--- config.mk ---
export PLATFORM = sky130hd
export DESIGN_NAME = riscv_fetch_unit
export DESIGN_NICKNAME = d
export VERILOG_FILES = /design/src/rtl/riscv_fetch_unit_pkg.sv /design/src/rtl/riscv_fetch_fifo.sv /design/src/rtl/riscv_fetch_unit.sv
export SDC_FILE = /design/constraint.sdc
export NUM_CORES = 1
export LEC_CHECK = 0
export ABC_AREA = 1
export BUFFER_PORTS_ARGS = -buffer_cell sky130_fd_sc_hd__buf_2
export CORE_ASPECT_RATIO = 1.2
export CORE_MARGIN = 1
export CORE_UTILIZATION = 59
export DETAILED_ROUTE_END_ITERATION = 10
export HOLD_SLACK_MARGIN = 0.15
export PLACE_DENSITY = 0.84
export SYNTH_ARGS = -nofsm -noshare
export SYNTH_HDL_FRONTEND = slang
export SYNTH_HIERARCHICAL = 1
export SYNTH_SLANG_ARGS = --single-unit
--- constraint.sdc ---
create_clock -name clk -period 5.8 [get_ports clk]
set_clock_uncertainty 0.05 [all_clocks]
set_input_delay 0.58 -clock clk [delete_from_list [all_inputs] [get_ports clk]]
set_output_delay 0.58 -clock clk [all_outputs]
set_load 0.02 [all_outputs]
--- src/rtl/riscv_fetch_unit_pkg.sv ---
// Shared core definitions used by the instruction fetch stage.
// Contents: datapath widths, the default reset PC, the sequential PC step,
// the {pc, instr} record stored by the prefetch FIFO, and a PC alignment helper.
package riscv_core_defs;

  localparam int XLEN = 32;
  localparam int ILEN = 32;

  localparam logic [XLEN-1:0] RESET_PC_DEFAULT = 32'h0000_0000;
  localparam logic [XLEN-1:0] PC_STEP          = 32'd4;

  typedef struct packed {
    logic [XLEN-1:0] pc;
    logic [ILEN-1:0] instr;
  } fetch_entry_t;

  // Instructions are word aligned; the low two bits of a requested PC are dropped.
  function automatic logic [XLEN-1:0] align_pc(input logic [XLEN-1:0] pc);
    return {pc[XLEN-1:2], 2'b00};
  endfunction

endpackage

--- src/rtl/riscv_fetch_fifo.sv ---
// Prefetch FIFO holding fetched {pc, instr} pairs in fetch order.
// Ports:
//   clk, rstn   clock, asynchronous active-low reset
//   push        write push_data (ignored when full)
//   pop         remove the head entry (ignored when empty)
//   flush       empty the FIFO; wins over push and pop in the same cycle
//   push_data   entry to write
//   head_data   oldest entry, all zeros while empty
//   count       number of stored entries
//   empty/full  occupancy flags
module riscv_fetch_fifo
  import riscv_core_defs::*;
#(
  parameter  int DEPTH = 4,
  localparam int CW    = $clog2(DEPTH + 1),
  localparam int AW    = $clog2(DEPTH)
) (
  input  logic          clk,
  input  logic          rstn,
  input  logic          push,
  input  logic          pop,
  input  logic          flush,
  input  fetch_entry_t  push_data,
  output fetch_entry_t  head_data,
  output logic [CW-1:0] count,
  output logic          empty,
  output logic          full
);

  fetch_entry_t mem [DEPTH];
  logic [AW-1:0] wr_ptr;
  logic [AW-1:0] rd_ptr;
  logic          do_push;
  logic          do_pop;

  assign empty   = (count == '0);
  assign full    = (count == CW'(DEPTH));
  assign do_push = push && !full;
  assign do_pop  = pop && !empty;

  // Showing zeros while empty keeps the instruction outputs defined out of reset.
  assign head_data = empty ? '0 : mem[rd_ptr];

  always_ff @(posedge clk or negedge rstn) begin
    if (!rstn) begin
      wr_ptr <= '0;
      rd_ptr <= '0;
      count  <= '0;
    end else if (flush) begin
      wr_ptr <= '0;
      rd_ptr <= '0;
      count  <= '0;
    end else begin
      if (do_push) wr_ptr <= wr_ptr + 1'b1;
      if (do_pop)  rd_ptr <= rd_ptr + 1'b1;
      if (do_push && !do_pop)      count <= count + 1'b1;
      else if (!do_push && do_pop) count <= count - 1'b1;
    end
  end

  always_ff @(posedge clk) begin
    if (do_push && !flush) mem[wr_ptr] <= push_data;
  end

endmodule

--- src/rtl/riscv_fetch_unit.sv ---
// Instruction fetch stage: issues sequential word fetches on a pipelined
// request/response bus, buffers returned words with their PCs, and hands them
// to the core over a valid/ready interface. A redirect flushes buffered words
// and drops every response still owed for requests issued before it.
// Ports:
//   clk, rstn                      clock, asynchronous active-low reset
//   imem_req/addr/gnt              fetch request, word address, acceptance
//   imem_rvalid/rdata              in-order response
//   redirect_valid/pc              restart fetch at a new PC
//   instr_valid/ready/data/pc      instruction handshake towards the core
module riscv_fetch_unit
  import riscv_core_defs::*;
#(
  parameter int              DEPTH    = 4,
  parameter logic [XLEN-1:0] RESET_PC = RESET_PC_DEFAULT
) (
  input  logic            clk,
  input  logic            rstn,
  output logic            imem_req,
  output logic [XLEN-1:0] imem_addr,
  input  logic            imem_gnt,
  input  logic            imem_rvalid,
  input  logic [ILEN-1:0] imem_rdata,
  input  logic            redirect_valid,
  input  logic [XLEN-1:0] redirect_pc,
  output logic            instr_valid,
  input  logic            instr_ready,
  output logic [ILEN-1:0] instr_data,
  output logic [XLEN-1:0] instr_pc
);

  localparam int CW = $clog2(DEPTH + 1);
  localparam int SW = CW + 2;

  logic [XLEN-1:0] fetch_pc;
  logic [XLEN-1:0] resp_pc;
  logic [CW-1:0]   outstanding;
  logic [CW-1:0]   discard;

  logic [CW-1:0]   fifo_count;
  logic            fifo_empty;
  logic            fifo_full;
  fetch_entry_t    fifo_head;
  fetch_entry_t    fifo_in;

  logic [SW-1:0]   in_use;
  logic            grant;
  logic            rvalid_ok;
  logic            drop_resp;
  logic            keep_resp;
  logic            push;
  logic            pop;

  // Every slot is reserved at request time (buffered + owed + to-be-dropped),
  // so a response always has room in the FIFO and no backpressure is needed.
  assign in_use    = SW'(fifo_count) + SW'(outstanding) + SW'(discard);
  assign imem_req  = rstn && !redirect_valid && (in_use < SW'(DEPTH));
  assign imem_addr = fetch_pc;
  assign grant     = imem_req && imem_gnt;

  // A response with nothing owed is a bus protocol error and is ignored.
  assign rvalid_ok = imem_rvalid && ((outstanding != '0) || (discard != '0));
  assign drop_resp = rvalid_ok && (discard != '0);
  assign keep_resp = rvalid_ok && (discard == '0);
  assign push      = keep_resp && !redirect_valid;

  assign instr_valid = !fifo_empty && !redirect_valid;
  assign pop         = instr_valid && instr_ready;
  assign instr_data  = fifo_head.instr;
  assign instr_pc    = fifo_head.pc;
  assign fifo_in     = '{pc: resp_pc, instr: imem_rdata};

  // On redirect all requests already issued become stale: whatever is still
  // owed moves into the discard count, less the one answered this cycle.
  always_ff @(posedge clk or negedge rstn) begin
    if (!rstn) begin
      fetch_pc    <= RESET_PC;
      resp_pc     <= RESET_PC;
      outstanding <= '0;
      discard     <= '0;
    end else if (redirect_valid) begin
      fetch_pc    <= align_pc(redirect_pc);
      resp_pc     <= align_pc(redirect_pc);
      outstanding <= '0;
      discard     <= discard + outstanding - CW'(rvalid_ok);
    end else begin
      if (grant) fetch_pc <= fetch_pc + PC_STEP;
      if (push)  resp_pc  <= resp_pc + PC_STEP;
      outstanding <= outstanding + CW'(grant) - CW'(keep_resp);
      discard     <= discard - CW'(drop_resp);
    end
  end

  riscv_fetch_fifo #(
    .DEPTH (DEPTH)
  ) u_fifo (
    .clk       (clk),
    .rstn      (rstn),
    .push      (push),
    .pop       (pop),
    .flush     (redirect_valid),
    .push_data (fifo_in),
    .head_data (fifo_head),
    .count     (fifo_count),
    .empty     (fifo_empty),
    .full      (fifo_full)
  );

  a_no_orphan_rvalid: assert property (@(posedge clk) disable iff (!rstn)
    imem_rvalid |-> ((outstanding != '0) || (discard != '0)));

  a_no_overflow: assert property (@(posedge clk) disable iff (!rstn)
    in_use <= SW'(DEPTH));

  a_no_push_when_full: assert property (@(posedge clk) disable iff (!rstn)
    !(push && fifo_full));

endmodule

==> results_dict.tcl <==
set metrics [dict create \
    clockRootBuffer "clkbuf_16" \
    detail_route.wl_per_cell_um 17.7 \
    ios 168 \
    cts_tree "yes" \
    cts-buffers-inserted 29 \
    dieHeight_um 179 \
    slew_headroom_pct 33.8 \
    min_period_over_period_pct 66.9 \
    drc 0 \
    finalSetupTns_ns 0 \
    drive_above_1_share_pct 15.2 \
    num_rows 64 \
    drt_first_pass_iters 6 \
    period_needed_ns 3.88 \
    cts_resized 0 \
    hold_path_class "input pin to flop" \
    drt-initial-drc-count 1030 \
    overflow 0 \
    critical_path_class "flop to flop" \
    required_ns 6.18 \
    p_leak_nw 6.90 \
    clk_latency_ns 0.55 \
    antenna_found_initial 1 \
    cts_setup_buffers 0 \
    syn_avg_cell_area_um2 9.79 \
    cts.path.max_buffers 3 \
    worstPathMaxFanout 18 \
    yosys_warnings 6 \
    dr_wl_met3_um 2830 \
    fmax_mhz 258 \
    drt_wl_total_um 36700 \
    critPathCaptureType "flop" \
    final_nets 1810 \
    die_w_um 149 \
    via_count 11800 \
    grt_use_total_pct 27.5 \
    hold_viol 0 \
    syn2layout_area_growth_pct 12.8 \
    cts.sinks 329 \
    worst_pin_slew_ns 0.991 \
    grt_pass1_vias 11400 \
    syn_area_mm2 0.0154 \
    rsz0062_at_grt "false" \
    h-tree-depth 1 \
    grt_first_pass_wirelength_um 56300 \
    status "finished, final reports clean" \
    grt_start_max_net_pins 88 \
    path_clk_slew_ns 0.06 \
    gp_congestion 0.897 \
    port_buffers 163 \
    drv_slew 0 \
    maxCapViolations 0 \
    wirelength_met1_um 14000 \
    max-vdd-ir-drop_mv 0.196 \
    met2_length_um 18600 \
    startpoint_type "flop" \
    dp_hpwl_um 22500 \
    dieArea_mm2 0.0267 \
    core_mm2 0.0255 \
    finalInstanceArea_mm2 0.0173 \
    start_util_pct 60.1 \
    postPlaceCellArea_mm2 0.0164 \
    worstPathArrival_ns 4.26 \
    synthCells 1569 \
    avgViaCountPerCell 5.68 \
    ant_nets 0 \
    setup_violations 0 \
    top_layer "met4" \
    p_per_area_mw_per_mm2 368 \
]
area by class of cell:
type                    count  area [um^2]
inverters                  94          353
fillers                  1839         8230
repair buffers            179          951
clock inverters            15          154
diodes                      2         5.00
multi-input cells        1085         5160
flip-flops and latches    329         9520
well taps                 330          413
clock buffers              38          759
critical path, cell delays in order (launching register included):
cell      delay, ns
dfrtp_1        0.45
inv_1          0.12
fa_1           0.50
a21oi_2        0.16
fa_1           0.45
a211oi_2       0.27
nand3_2        0.42
ha_1           0.46
inv_1          0.06
ha_1           0.13
inv_1          0.05
fa_1           0.38
o21ai_0        0.22
a21oi_1        0.06
layout by cell type, fill, tap and decap left out, types with 16 or more instances in the layout:
cell / n
dfrtp_1: 71
inv_1: 85
xor2_1: 20
nand2_1: 298
nand3_1: 69
o21ai_0: 155
clkbuf_16: 29
ha_1: 16
edfxtp_1: 256
nor2_1: 337
a21oi_1: 77
buf_2: 163
timing repair:
action                                  in CTS  in global routing
endpoints found under the setup margin       0                  0
hold endpoints to repair                    20                  0
hold buffers                                 1                  0
path summary, 6_finish.rpt:
check | start | end | slack [ns] | cells after the start
worst max-delay path | outstanding[1]$_DFF_PN0_ | outstanding[2]$_DFF_PN0_ | 1.92 | 13
max in group asynchronous | rstn | u_fifo/rd_ptr[0]$_DFFE_PN0P_ | 3.98 | 3
worst max register to register | outstanding[1]$_DFF_PN0_ | outstanding[2]$_DFF_PN0_ | 1.92 | 13
worst min register to register | imem_addr[30]$_DFFE_PN0N_ | imem_addr[30]$_DFFE_PN0N_ | 0.53 | 2
min in group asynchronous | rstn | resp_pc[21]$_DFFE_PN0N_ | 0.51 | 2
worst min-delay path | imem_rdata[25] | u_fifo/mem[3][25]$_DFFE_PP_ | 0.20 | 1
report_power, final:
part           total [mW]  internal (mW)  leakage, nW  switching [mW]
sequential           2.91           2.68         3.21           0.225
combinational        1.60          0.504         3.26            1.09
clock                1.87           1.06        0.441           0.814
total                6.37           4.24         6.90            2.13
metal layers:
| metal | GRT usage [%] | vias to the layer above |
|---|---|---|
| li1 | - | 5549 |
| met1 | 33.5 | 5555 |
| met2 | 48.5 | 580 |
| met3 | 3.08 | 94 |
| met4 | 13.9 | 0 |
| met5 | 0 | - |
registers in the layout, indices dropped and copies added, names as in the netlist:
signal         count
u_fifo/mem       256
imem_addr         30
resp_pc           30
discard            3
outstanding        3
u_fifo/count       3
u_fifo/rd_ptr      2
u_fifo/wr_ptr      2
stage by stage:
stage	worst slack [ns]	cells	utilization, %	hold slack (ns)	total power, mW
final	1.92	2072	67.8	0.196	6.37
after global routing	1.71	2070	67.8	0.182	6.66
after CTS	1.91	2070	67.8	0.184	6.38
after detailed placement	1.94	2016	64.2	0.504	4.53
after global placement	2.04	2016	64.2	0.488	4.47
after floorplan	1.31	1578	-	0.234	4.00
Note: power is estimated with default switching activity, not from simulation.
